===== src/rtl/com_sys.sv =====
// com_sys: framed serial loopback (LFSR payload tx, channel, frame-sync rx).
// Ports:
//   clk_sys        in   system clock, rising edge
//   reset          in   synchronous active-high reset
//   first_sequence out  [7:0] payload of transmitted frame 0
//   first_result   out  [7:0] payload of first frame received after lock
// Optional build macro: ERR_INJECT_EN (channel flips payload MSB of frame 0).
module com_sys #(
   parameter int         FREQ_DIV   = 128,
   parameter logic [5:0] HEADER     = 6'b100101,
   parameter logic [7:0] LFSR_SEED  = 8'hB4,
   parameter int         MISS_LIMIT = 3
) (
   input  logic       clk_sys,
   input  logic       reset,
   output logic [7:0] first_sequence,
   output logic [7:0] first_result
);

   localparam int CW = $clog2(FREQ_DIV);
   localparam int MW = $clog2(MISS_LIMIT + 1);

   localparam logic [1:0] SEARCH  = 2'd0;
   localparam logic [1:0] PAYLOAD = 2'd1;
   localparam logic [1:0] CHECK   = 2'd2;

   // bit timer
   logic [CW-1:0] div_cnt;
   logic          tx_tick;
   logic          rx_sample;

   assign tx_tick   = (div_cnt == CW'(FREQ_DIV - 1));
   assign rx_sample = (div_cnt == CW'(FREQ_DIV / 2 - 1));

   // transmitter
   logic [3:0]  bit_idx;
   logic [7:0]  lfsr;
   logic [7:0]  lfsr_next;
   logic [13:0] frame_word;
   logic        tx_line;
   logic        seq_done;

   assign lfsr_next  = {lfsr[6:0], lfsr[7] ^ lfsr[5] ^ lfsr[4] ^ lfsr[3]};
   assign frame_word = {HEADER, lfsr};

   always_ff @(posedge clk_sys) begin
      if (reset) begin
         div_cnt        <= '0;
         bit_idx        <= '0;
         lfsr           <= LFSR_SEED;
         tx_line        <= 1'b0;
         seq_done       <= 1'b0;
         first_sequence <= 8'h00;
      end else begin
         div_cnt <= tx_tick ? '0 : div_cnt + CW'(1);
         if (tx_tick) begin
            // frame_word is MSB-first: index 13 goes out at bit_idx 0
            tx_line <= frame_word[4'd13 - bit_idx];
            if (bit_idx == 4'd13) begin
               bit_idx <= 4'd0;
               lfsr    <= lfsr_next;
            end else begin
               bit_idx <= bit_idx + 4'd1;
            end
            if (bit_idx == 4'd0 && !seq_done) begin
               first_sequence <= lfsr;
               seq_done       <= 1'b1;
            end
         end
      end
   end

   // channel
   logic rx_line;

`ifdef ERR_INJECT_EN
   logic frame0;
   logic flip;

   // flip is raised together with the payload MSB of frame 0 on tx_line
   always_ff @(posedge clk_sys) begin
      if (reset) begin
         frame0 <= 1'b1;
         flip   <= 1'b0;
      end else if (tx_tick) begin
         flip <= frame0 && (bit_idx == 4'd6);
         if (bit_idx == 4'd13)
            frame0 <= 1'b0;
      end
   end

   assign rx_line = tx_line ^ flip;
`else
   assign rx_line = tx_line;
`endif

   // receiver
   logic [1:0]    state;
   logic [7:0]    shreg;
   logic [7:0]    sh_next;
   logic [2:0]    bit_cnt;
   logic [MW-1:0] miss_cnt;
   logic          result_done;

   assign sh_next = {shreg[6:0], rx_line};

   always_ff @(posedge clk_sys) begin
      if (reset) begin
         state        <= SEARCH;
         shreg        <= 8'h00;
         bit_cnt      <= 3'd0;
         miss_cnt     <= '0;
         result_done  <= 1'b0;
         first_result <= 8'h00;
      end else if (rx_sample) begin
         shreg <= sh_next;
         unique case (state)
            SEARCH: begin
               if (sh_next[5:0] == HEADER) begin
                  state   <= PAYLOAD;
                  bit_cnt <= 3'd0;
               end
            end
            PAYLOAD: begin
               if (bit_cnt == 3'd7) begin
                  bit_cnt <= 3'd0;
                  state   <= CHECK;
                  if (!result_done) begin
                     first_result <= sh_next;
                     result_done  <= 1'b1;
                  end
               end else begin
                  bit_cnt <= bit_cnt + 3'd1;
               end
            end
            CHECK: begin
               if (bit_cnt == 3'd5) begin
                  bit_cnt <= 3'd0;
                  state   <= PAYLOAD;
                  if (sh_next[5:0] == HEADER) begin
                     miss_cnt <= '0;
                  end else if (miss_cnt == MW'(MISS_LIMIT - 1)) begin
                     miss_cnt <= '0;
                     state    <= SEARCH;
                  end else begin
                     miss_cnt <= miss_cnt + MW'(1);
                  end
               end else begin
                  bit_cnt <= bit_cnt + 3'd1;
               end
            end
            default: state <= SEARCH;
         endcase
      end
   end

endmodule


===== config.mk =====
export PLATFORM = sky130hd
export DESIGN_NAME = com_sys
export DESIGN_NICKNAME = d
export VERILOG_FILES = /design/src/rtl/com_sys.sv
export SDC_FILE = /design/constraint.sdc
export NUM_CORES = 1
export LEC_CHECK = 0
export CAP_MARGIN = 20
export CORE_MARGIN = 1
export CORE_UTILIZATION = 45
export DETAILED_ROUTE_END_ITERATION = 12
export SYNTH_ARGS = -nofsm -noshare
export SYNTH_HDL_FRONTEND = slang
export SYNTH_SLANG_ARGS = --single-unit

===== constraint.sdc =====
create_clock -name clk_sys -period 2.5 [get_ports clk_sys]
set_input_delay 0.25 -clock clk_sys [delete_from_list [all_inputs] [get_ports clk_sys]]
set_output_delay 0.25 -clock clk_sys [all_outputs]
set_load 0.05 [all_outputs]

==> Word level (Yosys, flattened, before mapping) <==
Index checks and enable logic that the tools add are counted.
{ "word_totals": {"ff_bits": 52, "inputBits": 2, "output_inout_bits": 16, "word_cells": 62} }
{ "classes": {"addsub": 5, "order_cmp": 1, "eq_ne": 12, "mux": 15, "bitwise": 4, "reduce_logical": 13} }
{ "op_table": {"columns": ["op", "count"], "rows": [
  ["2-to-1 mux 2 bit", 5],
  ["2-to-1 mux 3 bit", 3],
  ["one-hot mux 3 bit (3 select lines)", 1],
  ["AND reduction 3 bit", 3],
  ["AND reduction 4 bit", 2],
  ["adder 7 x 1 -> 7 bit, second input constant", 1],
  ["== test 7 x 6 -> 1 bit, second input constant", 1],
  ["== test 7 bit, second input constant", 1],
  ["== test 3 bit, second input constant", 2],
  ["== test 6 bit, second input constant", 1],
  ["!= test 2 bit, second input constant", 3],
  ["one-hot mux 2 bit (3 select lines)", 1],
  ["less-than comparator 4 x 5 -> 1 bit, second input constant", 1],
  ["adder 4 x 1 -> 4 bit, second input constant", 1],
  ["binary-select mux 1 bit (select 4 bit)", 1],
  ["== test 2 bit, second input constant", 2],
  ["== test 4 bit, second input constant", 1],
  ["zero test 4 bit", 1],
  ["2-to-1 mux 4 bit", 1],
  ["AND reduction 2 bit", 2],
  ["subtractor 4 bit, first input constant", 1],
  ["adder 3 x 1 -> 3 bit, second input constant", 1],
  ["2-to-1 mux 1 bit", 3],
  ["nonzero test 3 bit", 1],
  ["8 further kinds", 10]
]} }

==> Logic depth before layout (Yosys ltp) <==
Gate-level depths: netlist of the first run.
{ "logic_depth": {"depth_word": 5, "depth_mapped": 8, "ltp_nobuf": 6} }

==> Worst setup path after synthesis of the first run <==
Ideal clock, no wire load.
{ "synth_timing": {"kind": "reg2reg", "startpoint": "reg bit_idx[1]", "endpoint": "reg tx_line (netlist: rx_line)", "arrival_ns": 1.789, "required_time_ns": 2.368, "setup_slack_ns": 0.579, "path_stages_with_launch": 7, "n_path_buf": 0, "synth_period_minus_slack_ns": 1.921, "path_cell_list": "dfxtp_1 -> inv_1 -> ha_1 -> mux4_2 -> mux2_2 -> o211ai_1 -> a21oi_1"} }
{ "synth_between": {"elab_chain_len": 3} }
{ "synth_lines": {"columns": ["element", "line_no", "text"], "rows": [
  ["from (decl)", "36", "logic [3:0] bit_idx;"],
  ["from (signal assigned)", "63", "bit_idx <= bit_idx + 4'd1;"],
  ["subtractor 4 bit", "58", "tx_line <= frame_word[4'd13 - bit_idx];"],
  ["binary-select mux 1 bit (select 4 bit)", "58", null],
  ["2-to-1 mux 1 bit (implied by the code)", "58", null],
  ["to (signal assigned)", "58", null],
  ["to (decl)", "40", "logic tx_line;"]
]} }
Every way passes these cells. The select of a mux whose other input is x is not followed.
A chain may end at the register's enable or synchronous reset.

==> Final worst setup path of the first run <==
Same ends and word-level chain as after synthesis.

==> tab_implementation.tex, run 1 <==
\begin{tabular}{lr}
\hline
Metric & Value \\
\hline
\multicolumn{2}{l}{\textbf{Run status}} \\
\quad Result of the run & completed \\
\multicolumn{2}{l}{\textbf{Power}} \\
\quad Worst vdd ir & 372 uV \\
\quad Static power due to leakage & 0.00103 uW \\
\quad Post-layout total power & 1450 uW \\
\quad Total power density per cell area & 524 nW/um\^{}2 \\
\multicolumn{2}{l}{\textbf{STA}} \\
\quad Highest attainable clock frequency & 0.489 GHz \\
\quad Unrepaired setup endpoints after global routing & false \\
\quad Setup Skew & 0.00772 ns \\
\quad Transition time of the tightest slew-check pin & 0.643 ns \\
\quad Count of endpoints failing hold in the final timing report & 0 \\
\quad Headroom to the max-slew limit & 56.9\% \\
\quad Final hold slack & 0.463 ns \\
\quad Final-report max-slew violation count & 0 \\
\quad Final worst path period need & 2.05 ns \\
\quad Share of the clock period used by the worst path after layout & 81.9\% \\
\quad Total Neg Setup Slack & 0 ns \\
\quad Final setup fails & 0 \\
\multicolumn{2}{l}{\textbf{Die}} \\
\quad Die height & 75.0 um \\
\quad Row cnt & 26 \\
\quad Standard cell core area & 5110 sq um \\
\quad Horizontal extent of the die & 75.0 um \\
\quad Die area & 5630 sq um \\
\quad Number of top-level pins & 18 \\
\quad Starting utilization of the core area & 47.0\% \\
\multicolumn{2}{l}{\textbf{Placement}} \\
\quad Routability-driven placement congestion ratio & 0.779 \\
\quad I/O Buffers & 17 \\
\quad Placed wire-length estimate after detailed placement & 3060 um \\
\quad Placed inst area & 2650 sq um \\
\multicolumn{2}{l}{\textbf{Finish}} \\
\quad Share of cells above drive strength 1 & 8.92\% \\
\quad Signed area change from the synthesized netlist to the final layout & 15.4\% \\
\quad Non-Filler Cell Area, Final & 2770 sq um \\
\quad Net total in the final layout & 285 \\
\quad Antenna Cells & 0 \\
\multicolumn{2}{l}{\textbf{Logic synthesis}} \\
\quad Proportion of register bits with asynchronous set or reset after synthesis & 0\% \\
\quad Flops \& latches, synth & 52 \\
\quad Top cells by area, synth & dfxtp\_1, mux2i\_1, ha\_1, nand2\_1, nor2\_1 \\
\quad Leading cell type by number of instances after synthesis & dfxtp\_1 \\
\quad Fraction of post-synthesis cell area in the top cell type by area & 43.4\% \\
\quad Top\_reg\_cell synth & dfxtp\_1 \\
\quad Cell types with the highest counts after synthesis & dfxtp\_1, mux2i\_1, nand2\_1, nor2\_1, ha\_1 \\
\quad Post-synthesis sequential area ratio & 43.4\% \\
\quad Post-Synthesis Mean Instance Area & 9.67 sq um \\
\quad Yosys warning total & 0 \\
\quad Net count after synthesis & 265 \\
\quad Distinct cells, synth & 42 \\
\quad Library cell occupying the most area in the post-synthesis netlist & dfxtp\_1 \\
\quad Cell count after synthesis & 248 \\
\quad Combined area of all synthesized cells & 2400 sq um \\
\quad Number of enable flip-flop cells after synthesis & 0 \\
\multicolumn{2}{l}{\textbf{Worst setup path}} \\
\quad Largest stage delay, worst path & 0.51 ns \\
\quad Data arrival time of the critical path & 2.24 ns \\
\quad Worst endpoint required time & 2.69 ns \\
\quad Critical path class & reg2reg \\
\quad Type of destination of the critical path & flop \\
\quad Maximum fanout along the worst path & 5 \\
\quad Number of buffers and inverters on the critical path & 1 \\
\quad Crit path cell chain & inv\_1 > ha\_1 > mux4\_2 > mux2\_2 > o211ai\_1 > a21oi\_1 \\
\quad Master of the slowest instance on the critical path & mux4\_2 \\
\quad Crit start category & flop \\
\quad Family with the most delay on the worst path & multiplexers \\
\multicolumn{2}{l}{\textbf{Routing}} \\
\quad Vias after detailed routing & 1,704 \\
\quad ANT nets after route & 0 \\
\quad Detailed-route DRC error count & 0 \\
\quad Via/cell ratio & 5.03 \\
\quad First-pass iteration count of the detailed router & 4 \\
\quad Violation count after the first detailed-route iteration & 62 \\
\quad Routed len/inst & 12.8 um \\
\quad Post-detailed-routing wire length & 4340 um \\
\multicolumn{2}{l}{\textbf{CTS}} \\
\quad Latest clock arrival within the worst-skew pair & 0.31 ns \\
\quad Buffer depth of the longest clock path & 2 \\
\quad TritonCTS buffer count & 5 \\
\quad CTS H-Tree Depth & 2 \\
\quad Hold buffer count at cts & 0 \\
\quad Resized Gates After CTS & 0 \\
\quad Clock tree from TritonCTS & yes \\
\quad CTS Root Cell & clkbuf\_8 \\
\quad Buffers inserted during post-CTS setup optimization & 0 \\
\quad Number of sinks on the clock net & 52 \\
\quad Clock slew at the register clock pins of the worst setup and hold paths & 0.10 ns \\
\multicolumn{2}{l}{\textbf{Global route}} \\
\quad Initial antenna violation count & 0 \\
\quad Largest net degree at the start of global routing & 36 \\
\quad All-Layer GR Usage & 17.7\% \\
\quad Total congestion overflow & 0 \\
\quad First-pass GRT wire length & 7470 um \\
\quad Vias in the first global route & 1,626 \\
\multicolumn{2}{l}{\textbf{Flow run}} \\
\quad Max-cap viol count & 0 \\
\multicolumn{2}{l}{\textbf{Worst hold path}} \\
\quad Hold/Removal Path Class & reg2reg \\
\hline
\end{tabular}
## worst paths after layout
path | from | to | slack [ns] | cells after the start
worst min-delay path | shreg[6] | shreg[6] | 0.46 | 2
worst min register to register | shreg[6] | shreg[6] | 0.46 | 2
worst max-delay path | bit_idx[1] | rx_line | 0.45 | 6
worst max register to register | bit_idx[1] | rx_line | 0.45 | 6
## cell type report
cell class	count	area, sq um
inverter	12	45.0
timing repair buffer	22	208
sequential	52	1040
tap	70	87.6
clock buffer	5	68.8
clock inverter	3	46.3
multi-input combinational	175	1270
fill	492	2340
## where the power goes
part           internal (uW)  leakage, uW  switching, uW
sequential               832     0.000419           3.93
clock                    304    0.0000600            285
combinational           8.71     0.000554           18.4
## layout by cell type, fill, tap and decap left out, drive strengths merged, types with 3 or more instances in the layout
master         synthesis  routed
clkbuf                 6       5
xor2                   4       4
mux2i                 30      30
buf                    3       5
xnor2                  6       6
a21oi                 13      13
nor3                  10      10
nor2b                  3       3
nand4                  3       3
clkdlybuf4s50          0      17
nor2                  28      28
dfxtp                 52      52
ha                    15      15
inv                   11      12
nand2                 28      28
nand3                  7       7
## cells by family (layout without fill, tap and decap cells)
family	after synthesis	in the layout	synth area share, %
compound gates	29	29	7.98
simple gates	88	88	18.5
fa+ha+maj	15	15	7.82
buf+inv	21	42	3.81
xor+xnor	10	10	3.65
flops	52	52	43.4
mux	33	33	14.9
## metrics by stage
stage          utilization (%)  cells  worst slack (ns)
2_1_floorplan                -    248             0.579
3_3_place_gp              52.0    331             0.501
3_5_place_dp              52.0    331             0.472
4_1_cts                   54.2    339             0.453
5_1_grt                   54.2    339             0.310
6_report                  54.2    339             0.453
## layer usage
metal  GRT usage [%]  up-vias  wire length [um]
met3            4.55        6               120
met1            23.9      782              2190
li1                -      899                 -
met2            27.6       17              1980
met5               0        -                 0
met4            5.66        0                57
## tightest hold or removal path: cells and delay by family (launching register included)
family	cells	cell delay [ns]
DFF	1	0.32
and+or+nand+nor	1	0.05
AOI/OAI and AO/OA	1	0.05
## state kept, by name, indices dropped and copies added (netlist names)
register and count:
bit_cnt 3, bit_idx 4, div_cnt 7, first_result 8, first_sequence 8, lfsr 8, miss_cnt 2, result_done 1
rx_line 1, seq_done 1, shreg 7, state 2
Note: power is estimated with default switching activity, not from simulation.
==> run 2: changes to the inputs <==
- clock period: 2.5 -> 2.02 ns (I/O delays scaled with it)
==> run 2 against run 1 <==
Effect of this change:
- sequential power increased by 23%
- clock power increased by 3%
- critical path depth unchanged
- highest routed layer unchanged
- worst hold slack got worse by 0.0026 ns
==> tab_implementation.tex, run 2 (synthesized netlist as in run 1, its figures left out) <==
\begin{tabular}{lr}
\hline
Metric & Value \\
\hline
\multicolumn{2}{l}{\textbf{STA}} \\
\quad Headroom to the max-slew limit & 66.3\% \\
\quad Final setup fails & 0 \\
\quad Highest attainable clock frequency & 0.543 GHz \\
\quad Final-report max-slew violation count & 0 \\
\quad Share of the clock period used by the worst path after layout & 91.1\% \\
\quad Count of endpoints failing hold in the final timing report & 0 \\
\quad Setup Skew & 0.00825 ns \\
\quad Unrepaired setup endpoints after global routing & false \\
\quad Transition time of the tightest slew-check pin & 0.503 ns \\
\quad Total Neg Setup Slack & 0 ns \\
\quad Final worst path period need & 1.84 ns \\
\multicolumn{2}{l}{\textbf{Worst setup path}} \\
\quad Type of destination of the critical path & flop \\
\quad Maximum fanout along the worst path & 4 \\
\quad Crit start category & flop \\
\quad Worst endpoint required time & 2.22 ns \\
\quad Number of buffers and inverters on the critical path & 1 \\
\quad Crit path cell chain & inv\_1 > ha\_4 > mux4\_2 > mux2\_2 > o211ai\_1 > a21oi\_1 \\
\quad Setup slack, reg-to-reg & 0.18 ns \\
\quad Data arrival time of the critical path & 2.04 ns \\
\quad Critical path class & reg2reg \\
\quad Master of the slowest instance on the critical path & mux4\_2 \\
\quad Largest stage delay, worst path & 0.48 ns \\
\quad Family with the most delay on the worst path & multiplexers \\
\multicolumn{2}{l}{\textbf{Finish}} \\
\quad Biggest regs & first\_result: 8 flops, first\_sequence: 8 flops, lfsr: 8 flops \\
\quad Most common library cell in the layout ignoring fill and taps & dfxtp\_1 \\
\quad Antenna Cells & 0 \\
\quad Share of cells above drive strength 1 & 10.9\% \\
\quad Leading cell types in the layout, fill and taps excluded & dfxtp\_1, mux2i\_1, nand2\_1 \\
\quad Signed area change from the synthesized netlist to the final layout & 16.5\% \\
\quad Net total in the final layout & 290 \\
\quad Final non-filler cell total & 344 \\
\multicolumn{2}{l}{\textbf{CTS}} \\
\quad Buffers inserted during post-CTS setup optimization & 0 \\
\quad CTS Root Cell & clkbuf\_8 \\
\quad Buffer depth of the longest clock path & 2 \\
\quad TritonCTS buffer count & 5 \\
\quad Number of sinks on the clock net & 52 \\
\quad Latest clock arrival within the worst-skew pair & 0.32 ns \\
\quad CTS H-Tree Depth & 2 \\
\quad Clock slew at the register clock pins of the worst setup and hold paths & 0.10 ns \\
\quad Clock tree from TritonCTS & yes \\
\multicolumn{2}{l}{\textbf{Global route}} \\
\quad First-pass GRT wire length & 7320 um \\
\quad All-Layer GR Usage & 17.3\% \\
\quad Largest net degree at the start of global routing & 31 \\
\quad Vias in the first global route & 1,593 \\
\quad Total congestion overflow & 0 \\
\quad Initial antenna violation count & 0 \\
\multicolumn{2}{l}{\textbf{Worst hold path}} \\
\quad Hold/Removal Path Class & reg2reg \\
\multicolumn{2}{l}{\textbf{Die}} \\
\quad Die area & 5630 sq um \\
\quad Starting utilization of the core area & 47.0\% \\
\quad Row cnt & 26 \\
\quad Horizontal extent of the die & 75.0 um \\
\quad Number of top-level pins & 18 \\
\quad Die height & 75.0 um \\
\quad Standard cell core area & 5110 sq um \\
\multicolumn{2}{l}{\textbf{Power}} \\
\quad Static power due to leakage & 0.00105 uW \\
\quad Worst vdd ir & 420 uV \\
\quad Post-layout total power & 1680 uW \\
\quad Total power density per cell area & 600 nW/um\^{}2 \\
\multicolumn{2}{l}{\textbf{Placement}} \\
\quad Routability-driven placement congestion ratio & 0.777 \\
\quad I/O Buffers & 17 \\
\quad Placed insts & 336 \\
\quad Placed wire-length estimate after detailed placement & 3060 um \\
\multicolumn{2}{l}{\textbf{Routing}} \\
\quad Violation count after the first detailed-route iteration & 70 \\
\quad First-pass iteration count of the detailed router & 5 \\
\quad Vias after detailed routing & 1,746 \\
\quad Post-detailed-routing wire length & 4320 um \\
\quad Detailed-route DRC error count & 0 \\
\quad Via/cell ratio & 5.08 \\
\quad Routed len/inst & 12.6 um \\
\quad ANT nets after route & 0 \\
\multicolumn{2}{l}{\textbf{Flow run}} \\
\quad Max-cap viol count & 0 \\
\multicolumn{2}{l}{\textbf{Run status}} \\
\quad Result of the run & completed \\
\hline
\end{tabular}
## run 2: cell types whose count changed in the layout (fill, tap and decap cells not counted)
| cell | change |
|---|---|
| bufinv_16 | -1 |
| ha_4 | +1 |
| clkinv_4 | +1 |
| inv_6 | +1 |
| ha_1 | -1 |
| inv_8 | -1 |
| buf_4 | +5 |
## run 2: worst min-delay path: stages, from the launching register on
cell     delay, ns
dfxtp_1       0.32
nand2_1       0.05
a21oi_1       0.05
## run 2: stage by stage
step	cell area, sq um	utilization [%]	worst slack [ns]	hold slack (ns)
2_1_floorplan	2400	-	0.0985	0.409
3_3_place_gp	2690	52.7	0.141	0.449
3_5_place_dp	2690	52.7	0.106	0.449
4_1_cts	2780	54.5	0.0887	0.463
5_1_grt	2800	54.7	0.0424	0.497
6_report	2800	54.7	0.180	0.460
## run 2: what timing repair did
action                                  4_1_cts  5_1_grt
hold buffers                                  0        0
gates resized for setup                       0        2
endpoints found under the setup margin        0        1
## run 2: final cells by class
cell class,count,area (sq um)
Sequential cell,52,1040
Multi-Input combinational cell,175,1280
Clock buffer,5,68.8
Inverter,12,45.0
Clock inverter,3,22.5
Fill cell,499,2310
Tap cell,70,87.6
Timing Repair Buffer,27,245
## run 2: final timing paths
check / start / end / depth (start not counted)
worst max register to register: bit_idx[1] / rx_line / 6
worst min-delay path: shreg[6] / shreg[6] / 2
worst max-delay path: bit_idx[1] / rx_line / 6
worst min register to register: shreg[6] / shreg[6] / 2
## run 2: metal layers
| metal | GRT usage, % | share of wire [%] | vias up |
|---|---|---|---|
| met5 | 0 | 0 | - |
| met4 | 6.92 | 1.8 | 0 |
| met3 | 4.42 | 2.9 | 7 |
| met2 | 27.3 | 44 | 19 |
| met1 | 22.8 | 51 | 809 |
| li1 | - | - | 911 |
## run 2: power by group
part           internal (uW)  leakage, uW  total (uW)  switching [uW]
sequential              1030     0.000419        1030            4.58
combinational           10.8     0.000581        33.1            22.3
clock                    249    0.0000485         609             360
